`src/rtl/uart_pkg.sv`:
```
// Shared UART definitions: frame state encoding, default payload width and
// parity-type constants. The transmitter and the receiver both import these.
package uart_pkg;

    localparam int UART_DATA_WIDTH = 8;

    localparam logic PAR_EVEN = 1'b0;
    localparam logic PAR_ODD  = 1'b1;

    typedef enum logic [2:0] {
        ST_IDLE,
        ST_START,
        ST_DATA,
        ST_PARITY,
        ST_STOP
    } uart_state_e;

endpackage

```
`src/rtl/uart_tx_serializer.sv`:
```
// Payload shift register and bit index for the UART transmitter.
// A load captures a new byte and rewinds the index. A shift moves to the
// next bit, LSB first. data_bit is the bit currently owed to the line.
// next_bit is the bit that becomes current after the next shift.
module uart_tx_serializer #(
    parameter int DATA_WIDTH = 8
) (
    input  logic                  clk,
    input  logic                  rst,
    input  logic                  load,
    input  logic                  shift,
    input  logic [DATA_WIDTH-1:0] load_data,
    output logic                  data_bit,
    output logic                  next_bit,
    output logic                  last_bit
);

    localparam int IDX_W = (DATA_WIDTH > 1) ? $clog2(DATA_WIDTH) : 1;

    logic [DATA_WIDTH-1:0] shreg_q, shreg_d;
    logic [IDX_W-1:0]      idx_q, idx_d;

    assign data_bit = shreg_q[0];
    assign next_bit = shreg_q[1];
    assign last_bit = (idx_q == IDX_W'(DATA_WIDTH - 1));

    // Next-state logic: a load takes priority over a shift.
    always_comb begin
        // NOTE: every combinational output is defaulted first, so no path can leave one unassigned and infer a latch.
        shreg_d = shreg_q;
        idx_d   = idx_q;
        if (load) begin
            shreg_d = load_data;
            idx_d   = '0;
        end else if (shift) begin
            shreg_d = {1'b0, shreg_q[DATA_WIDTH-1:1]};
            idx_d   = last_bit ? '0 : idx_q + IDX_W'(1);
        end
    end

    // State registers with synchronous reset.
    always_ff @(posedge clk) begin
        // NOTE: sequential state uses non-blocking assignments so every flop samples pre-edge values.
        if (rst) begin
            // NOTE: the payload register is reset as well, so a truncated frame leaves no stale byte behind.
            shreg_q <= '0;
            idx_q   <= '0;
        end else begin
            shreg_q <= shreg_d;
            idx_q   <= idx_d;
        end
    end

endmodule

```
`src/rtl/uart_tx.sv`:
```
// UART transmitter: start bit, DATA_WIDTH data bits LSB first, an optional
// parity bit and one stop bit. Each line bit lasts `prescale` clocks.
// TX_OUT and Busy are registered. Each is computed from the state being
// entered, so the line changes exactly on bit boundaries.
module uart_tx
    import uart_pkg::*;
#(
    parameter int DATA_WIDTH     = UART_DATA_WIDTH,
    parameter int PRESCALE_WIDTH = 6
) (
    input  logic                      CLK,
    input  logic                      RST,
    input  logic [DATA_WIDTH-1:0]     P_DATA,
    input  logic                      Data_Valid,
    input  logic                      PAR_EN,
    input  logic                      PAR_TYP,
    input  logic [PRESCALE_WIDTH-1:0] prescale,
    output logic                      TX_OUT,
    output logic                      Busy
);

    uart_state_e               state_q, state_d;
    logic [PRESCALE_WIDTH-1:0] timer_q, timer_d;
    logic [PRESCALE_WIDTH-1:0] ps_q, ps_d;
    logic                      par_en_q, par_en_d;
    logic                      par_bit_q, par_bit_d;
    logic                      tx_q, tx_d;
    logic                      busy_q, busy_d;

    logic ser_load, ser_shift;
    logic ser_data_bit, ser_next_bit, ser_last_bit;
    logic timer_wrap;
    logic data_xor;

    assign TX_OUT = tx_q;
    assign Busy   = busy_q;

    // The latched prescale is never 0, so ps_q - 1 cannot underflow.
    assign timer_wrap = (timer_q == ps_q - PRESCALE_WIDTH'(1));
    assign data_xor   = ^P_DATA;

    uart_tx_serializer #(
        .DATA_WIDTH (DATA_WIDTH)
    ) u_serializer (
        .clk       (CLK),
        .rst       (RST),
        .load      (ser_load),
        .shift     (ser_shift),
        .load_data (P_DATA),
        .data_bit  (ser_data_bit),
        .next_bit  (ser_next_bit),
        .last_bit  (ser_last_bit)
    );

    // FSM next state, bit timer, frame-parameter capture and line level.
    always_comb begin
        state_d   = state_q;
        timer_d   = timer_q;
        ps_d      = ps_q;
        par_en_d  = par_en_q;
        par_bit_d = par_bit_q;
        tx_d      = tx_q;
        busy_d    = busy_q;
        ser_load  = 1'b0;
        ser_shift = 1'b0;

        // The bit timer runs in every state except IDLE.
        if (state_q != ST_IDLE) begin
            timer_d = timer_wrap ? '0 : timer_q + PRESCALE_WIDTH'(1);
        end

        case (state_q)
            ST_IDLE: begin
                tx_d   = 1'b1;
                busy_d = 1'b0;
                if (Data_Valid) begin
                    ser_load  = 1'b1;
                    ps_d      = (prescale == '0) ? PRESCALE_WIDTH'(1) : prescale;
                    par_en_d  = PAR_EN;
                    par_bit_d = (PAR_TYP == PAR_ODD) ? ~data_xor : data_xor;
                    timer_d   = '0;
                    state_d   = ST_START;
                    tx_d      = 1'b0;
                    busy_d    = 1'b1;
                end
            end
            ST_START: begin
                if (timer_wrap) begin
                    state_d = ST_DATA;
                    tx_d    = ser_data_bit;
                end
            end
            ST_DATA: begin
                if (timer_wrap) begin
                    ser_shift = 1'b1;
                    if (!ser_last_bit) begin
                        tx_d = ser_next_bit;
                    end else if (par_en_q) begin
                        state_d = ST_PARITY;
                        tx_d    = par_bit_q;
                    end else begin
                        state_d = ST_STOP;
                        tx_d    = 1'b1;
                    end
                end
            end
            ST_PARITY: begin
                if (timer_wrap) begin
                    state_d = ST_STOP;
                    tx_d    = 1'b1;
                end
            end
            ST_STOP: begin
                if (timer_wrap) begin
                    state_d = ST_IDLE;
                    tx_d    = 1'b1;
                    busy_d  = 1'b0;
                end
            end
            default: begin
                state_d = ST_IDLE;
                tx_d    = 1'b1;
                busy_d  = 1'b0;
            end
        endcase
    end

    // State register; reset overrides accept and every transition.
    always_ff @(posedge CLK) begin
        if (RST) begin
            state_q   <= ST_IDLE;
            timer_q   <= '0;
            ps_q      <= PRESCALE_WIDTH'(1);
            par_en_q  <= 1'b0;
            par_bit_q <= 1'b0;
            tx_q      <= 1'b1;
            busy_q    <= 1'b0;
        end else begin
            state_q   <= state_d;
            timer_q   <= timer_d;
            ps_q      <= ps_d;
            par_en_q  <= par_en_d;
            par_bit_q <= par_bit_d;
            tx_q      <= tx_d;
            busy_q    <= busy_d;
        end
    end

endmodule

```
`config.mk`:
```
export PLATFORM = sky130hd
export DESIGN_NAME = uart_tx
export DESIGN_NICKNAME = d
export VERILOG_FILES = /design/src/rtl/uart_pkg.sv /design/src/rtl/uart_tx_serializer.sv /design/src/rtl/uart_tx.sv
export SDC_FILE = /design/constraint.sdc
export NUM_CORES = 1
export LEC_CHECK = 0
export CAP_MARGIN = 10
export CORE_ASPECT_RATIO = 0.7
export CORE_MARGIN = 8
export CORE_UTILIZATION = 25
export CTS_CLUSTER_DIAMETER = 200
export DETAILED_ROUTE_END_ITERATION = 10
export PLACE_DENSITY_LB_ADDON = 0.15
export SYNTH_ARGS = -nofsm -noshare
export SYNTH_HDL_FRONTEND = slang
export SYNTH_HIERARCHICAL = 1
export SYNTH_SLANG_ARGS = --single-unit
```
`constraint.sdc`:
```
create_clock -name CLK -period 5.98 [get_ports CLK]
set_input_delay 1.495 -clock CLK [delete_from_list [all_inputs] [get_ports CLK]]
set_output_delay 1.495 -clock CLK [all_outputs]
set_load 0.02 [all_outputs]
```
; Word-level counts from Yosys, hierarchy flattened
; Cells that the tools add are included.
; W data, S select, Z words.
[word_totals]
register_bits = 30
elab_cells = 69
[classes]
add_sub_neg = 3
eq_ne = 13
mux = 30
bitwise_logic = 2
reduce_logical = 12
[op_table]
columns = operator, n
row1 = $mux W6, 5
row2 = $mux W3, 8
row3 = $mux W8, 2
row4 = $pmux W3 S5, 1
row5 = $mux W1, 12
row6 = $ne A2 B2 Y1 const B, 6
row7 = $reduce_xor A8 Y1, 1
row8 = $add A6 B1 Y6 const B, 1
row9 = $eq A3 B2 Y1 const B, 2
row10 = $eq A3 B3 Y1 const B, 2
row11 = $eq A6 B6 Y1, 1
row12 = $logic_not A6 Y1, 1
row13 = $reduce_and A6 Y1, 1
row14 = $sub A6 B1 Y6 const B, 1
row15 = $pmux W1 S4, 1
row16 = $reduce_and A2 Y1, 2
row17 = $reduce_or A2 Y1, 2
row18 = $add A3 B1 Y3 const B, 1
row19 = $eq A3 B1 Y1 const B, 1
row20 = $logic_not A3 Y1, 1
row21 = $pmux W1 S3, 1
row22 = $reduce_and A3 Y1, 1
row23 = $reduce_bool A3 Y1, 1
row24 = $reduce_or A3 Y1, 1
row25 = 3 further kinds, 4

; Longest topological paths before layout
[depth]
word_depth = 6
ltp_mapped = 11
mapped_depth_nobuf = 9

; By module
; Netlist, hierarchy kept.
[modules_own_cells]
columns = module, n_inst, cells_per_inst, area_each_um2, seq_area_each_um2
row1 = uart_tx, 1, 141, 1132.3, 380.4
row2 = uart_tx_serializer, 1, 48, 510.5, 220.2

; Worst setup path after synthesis
; Ideal clock, no wire load.
[synth_path]
path_type = register to register
start = register ps_q[2]
end = register u_serializer.idx_q[0]
arrival_time_ns = 2.746
required_ns = 5.901
path_slack_ns = 3.154
stages_incl_launch_ff = 9
path_buffers = 1
cell_sequence = dfxtp_1 or4_1 or3_1 a2111o_1 or2_1 buf_6 nor4b_2 or3b_1 a211oi_2
[synth_between]
elab_chain_len = 4
[synth_rtl]
columns = element, line_no
row1 = "start, declared", uart_tx.sv:24  ; logic [PRESCALE_WIDTH-1:0] ps_q, ps_d;
row2 = "start signal, assigned", uart_tx.sv:141  ; ps_q <= ps_d;
row3 = $sub A6 B1 Y6, uart_tx.sv:39  ; assign timer_wrap = (timer_q == ps_q - PRESCALE_WIDTH'(1));
row4 = $eq A6 B6 Y1, uart_tx.sv:39
row5 = $mux W1, uart_tx.sv:94  ; if (timer_wrap) begin
row6 = $mux W1, uart_tx.sv:72  ; case (state_q)
row7 = named net ser_shift, uart_tx.sv:30  ; logic ser_load, ser_shift;
row8 = "end signal, assigned", uart_tx_serializer.sv:50  ; idx_q <= idx_d;
row9 = "end, declared", uart_tx_serializer.sv:21  ; logic [IDX_W-1:0] idx_q, idx_d;
; The timed path passes the listed nets, and every way through them passes these cells.
; A chain may end at the register's enable or synchronous reset.

; Worst setup path after layout
[layout_path]
start = input Data_Valid
end = register u_serializer.shreg_q[7]
[layout_between]
elab_chain_len = 3
word_cells_on_any_way = 4
[layout_rtl]
columns = element, line_no
row1 = "start, declared", uart_tx.sv:14  ; input logic Data_Valid,
row2 = $mux W1 *, uart_tx.sv:76  ; if (Data_Valid) begin
row3 = $mux W1 *, uart_tx.sv:72
row4 = $mux W8 or $reduce_bool A2 Y1 (tied branches), n/a
row5 = "end signal, assigned", uart_tx_serializer.sv:49  ; shreg_q <= shreg_d;
row6 = "end, declared", uart_tx_serializer.sv:20  ; logic [DATA_WIDTH-1:0] shreg_q, shreg_d;
; Every way passes the cells marked *; elsewhere a longest branch is shown, timed or not.

==> results.json <==
{
  "fp.dieH_microns": 83.8,
  "final.setup.tns_ns": 0,
  "drt_iter0_markers": 54,
  "p_leak_nw": 0.707,
  "finalWorstSetupSlack_ns": 2.68,
  "wl_met1_microns": 2120,
  "final_antenna_net_count": 0,
  "crit_fanout": 20,
  "yosys_warnings": 6,
  "slew_headroom_pct": 40.5,
  "initial_core_util_pct": 26.1,
  "syn-num-nets": 212,
  "drc": 0,
  "fin_skew_ns": 0.00310,
  "route.met2.wl_microns": 1430,
  "worst_pin_slew_ns": 0.870,
  "ys_top_cells_by_count": "dfxtp_1 (30), nand2_1 (24), a21oi_1 (12), xnor2_1 (12), nor2_1 (11)",
  "pre_cts_ws_ns": 2.34,
  "yosysMostFrequentCell": "dfxtp_1",
  "synth_area_sq_um": 1640,
  "rsz0062_at_grt": "false",
  "finalCritPeriodShare_pct": 55.2,
  "grt_pass1_vias": 1325,
  "holdBufCountCts": 0,
  "yosysSeqAreaShare_pct": 36.6,
  "avgSynthCellArea_sq_um": 8.69,
  "holdWs_ns": 0.465,
  "drt-vias-per-instance": 4.71,
  "grt-ovfl-total": 0,
  "final_max_slew_viol_count": 0,
  "core.rowCount": 24,
  "grtUsageTotal_pct": 8.71,
  "status": "completed",
  "wl_per_cell_microns": 13.2,
  "end_kind": "flip-flop",
  "postSynth.asyncResetShare_pct": 0,
  "period_minus_slack_ns": 3.30,
  "yosysTopAreaCell": "dfxtp_1",
  "numCtsBuffers": 5,
  "htreeDepth": 2,
  "wl_met3_microns": 173,
  "synth-main-ff-cell": "dfxtp_1",
  "port_buffers": 20,
  "grt_first_pass_wirelength_microns": 6560,
  "ios": 21,
  "clock_path_buffers": 2,
  "crit_path_start": "Data_Valid",
  "die-area_sq_um": 9460,
  "fmax_ghz": 0.303,
  "ys_types": 45,
  "maxCapViolCount": 0,
  "cts_sinks": 30,
  "vias": 1352,
  "cts_tree": "done",
  "place_congestion": 0.736,
  "maxUsedRoutingLayer": "met4",
  "worst-setup-path-type": "input pin to flip-flop",
  "core_sq_um": 6310,
  "min_from": "par_bit_q",
  "nets": 231,
  "ir_drop_v": 0.000136,
  "wl_microns": 3800,
  "antenna_found_initial": 0,
  "num-fill-cells": 671,
  "firstDrtPassIters": 4,
  "post_cts_buffers": 0,
  "grt_max_degree": 28,
  "synth_enable_flop_cells": 0,
  "p_per_area_nw_per_um2": 375,
  "root_buffer": "clkbuf_8",
  "critical_path_arrival_ns": 3.52,
  "synth_top_cell_area_share_pct": 36.6,
  "insertion_delay_ns": 0.28,
  "worstReg2RegStart": "ps_q[1]",
  "ys_top_cells_by_area": "dfxtp_1 (37%), xnor2_1 (6.4%), mux2i_1 (6.1%), nand2_1 (5.5%), a21oi_1 (3.7%)",
  "drive_gt1_share_pct": 6.70,
  "dp_hpwl_microns": 2790,
  "clk_pin_slew_ns": 0.06,
  "total_power_w": 0.000747,
  "synthCells": 189,
  "cts.repair.resized": 0,
  "hold_path.class": "flip-flop to flip-flop",
  "finalSetupViolations": 0,
  "required_ns": 6.20,
  "antennaDiodeCount": 0,
  "multi_input_area_sq_um": 968,
  "start_kind": "input pin",
  "ys_seq_elements": 30,
  "hold_viol_final": 0,
  "ff_latch_area_sq_um": 601,
  "synthToLayoutAreaGrowth_pct": 21.2,
  "die_w_microns": 113
}
[layout by cell type (no fill, tap or decap), drive strengths merged, types with 2 or more instances in the layout]
cell type	netlist	layout
a211o	3	3
a211oi	8	8
a21oi	12	12
buf	4	2
clkbuf	6	7
clkdlybuf4s50	0	20
clkinv	1	2
dfxtp	30	30
ha	4	4
inv	4	4
mux2i	10	10
nand2	24	24
nand2b	4	4
nand3	4	4
nand3b	2	2
nor2	11	11
nor2b	8	8
nor3	7	7
o21ai	5	5
o21bai	2	2
o2bb2ai	3	3
or2	2	2
or3	2	2
or3b	2	2
xnor2	12	12
xor2	3	3
[flip-flops by register name (all words and copies together), names as in the netlist]
name                  cells
Busy                      1
timer_q                   6
u_serializer/shreg_q      8
par_en_q                  1
u_serializer/idx_q        3
par_bit_q                 1
state_q                   3
ps_q                      6
TX_OUT                    1
[worst paths after layout]
kind,endpoint,slack [ns],cells past startpoint
setup / recovery,u_serializer/shreg_q[7],2.68,5
hold / removal,par_bit_q,0.46,2
setup reg to reg,u_serializer/idx_q[0],2.84,8
hold reg to reg,par_bit_q,0.46,2
[worst max-delay path, stage by stage]
cell and delay (ns):
clkdlybuf4s50_1 0.47, nand2_1 0.37, clkinv_1 0.53, or3b_1 0.50, a21oi_1 0.14
[cells by family after synthesis]
group	after synthesis	share of synthesized area (%)
fa+ha+maj	4	3.05
mux	10	6.09
flops	30	36.6
simple gates	71	22.2
buf+inv	15	4.49
compound gates	44	19.7
xor+xnor	15	8.00
[where the power goes]
group | total [W] | internal [W] | switching, W
Sequential | 0.000290 | 0.000245 | 0.0000448
Clock | 0.000170 | 0.0000927 | 0.0000770
Combinational | 0.000288 | 0.000126 | 0.000162
[per-layer routing]
| layer | vias up | GRT usage [%] |
|---|---|---|
| met1 | 613 | 12.5 |
| met5 | - | 0 |
| met3 | 7 | 3.25 |
| li1 | 711 | - |
| met4 | 0 | 4.34 |
| met2 | 21 | 10.7 |
[final cells by class]
| type | instances | area share [%] |
|---|---|---|
| Multi-Input combinational cell | 144 | 48.6 |
| Timing Repair Buffer | 22 | 10.8 |
| Sequential cell | 30 | 30.2 |
| Tap cell | 78 | 4.90 |
| Clock buffer | 7 | 4.33 |
| Clock inverter | 1 | 0.251 |
| Inverter | 5 | 0.942 |
[through the flow]
step	instance area [sq um]	util (%)	instances
floorplan	1640	-	189
global placement	1900	30.1	279
detailed placement	1900	30.1	279
CTS	1990	31.6	287
global route	1990	31.6	287
finish	1990	31.6	287
Note: power is estimated with default switching activity, not from simulation.
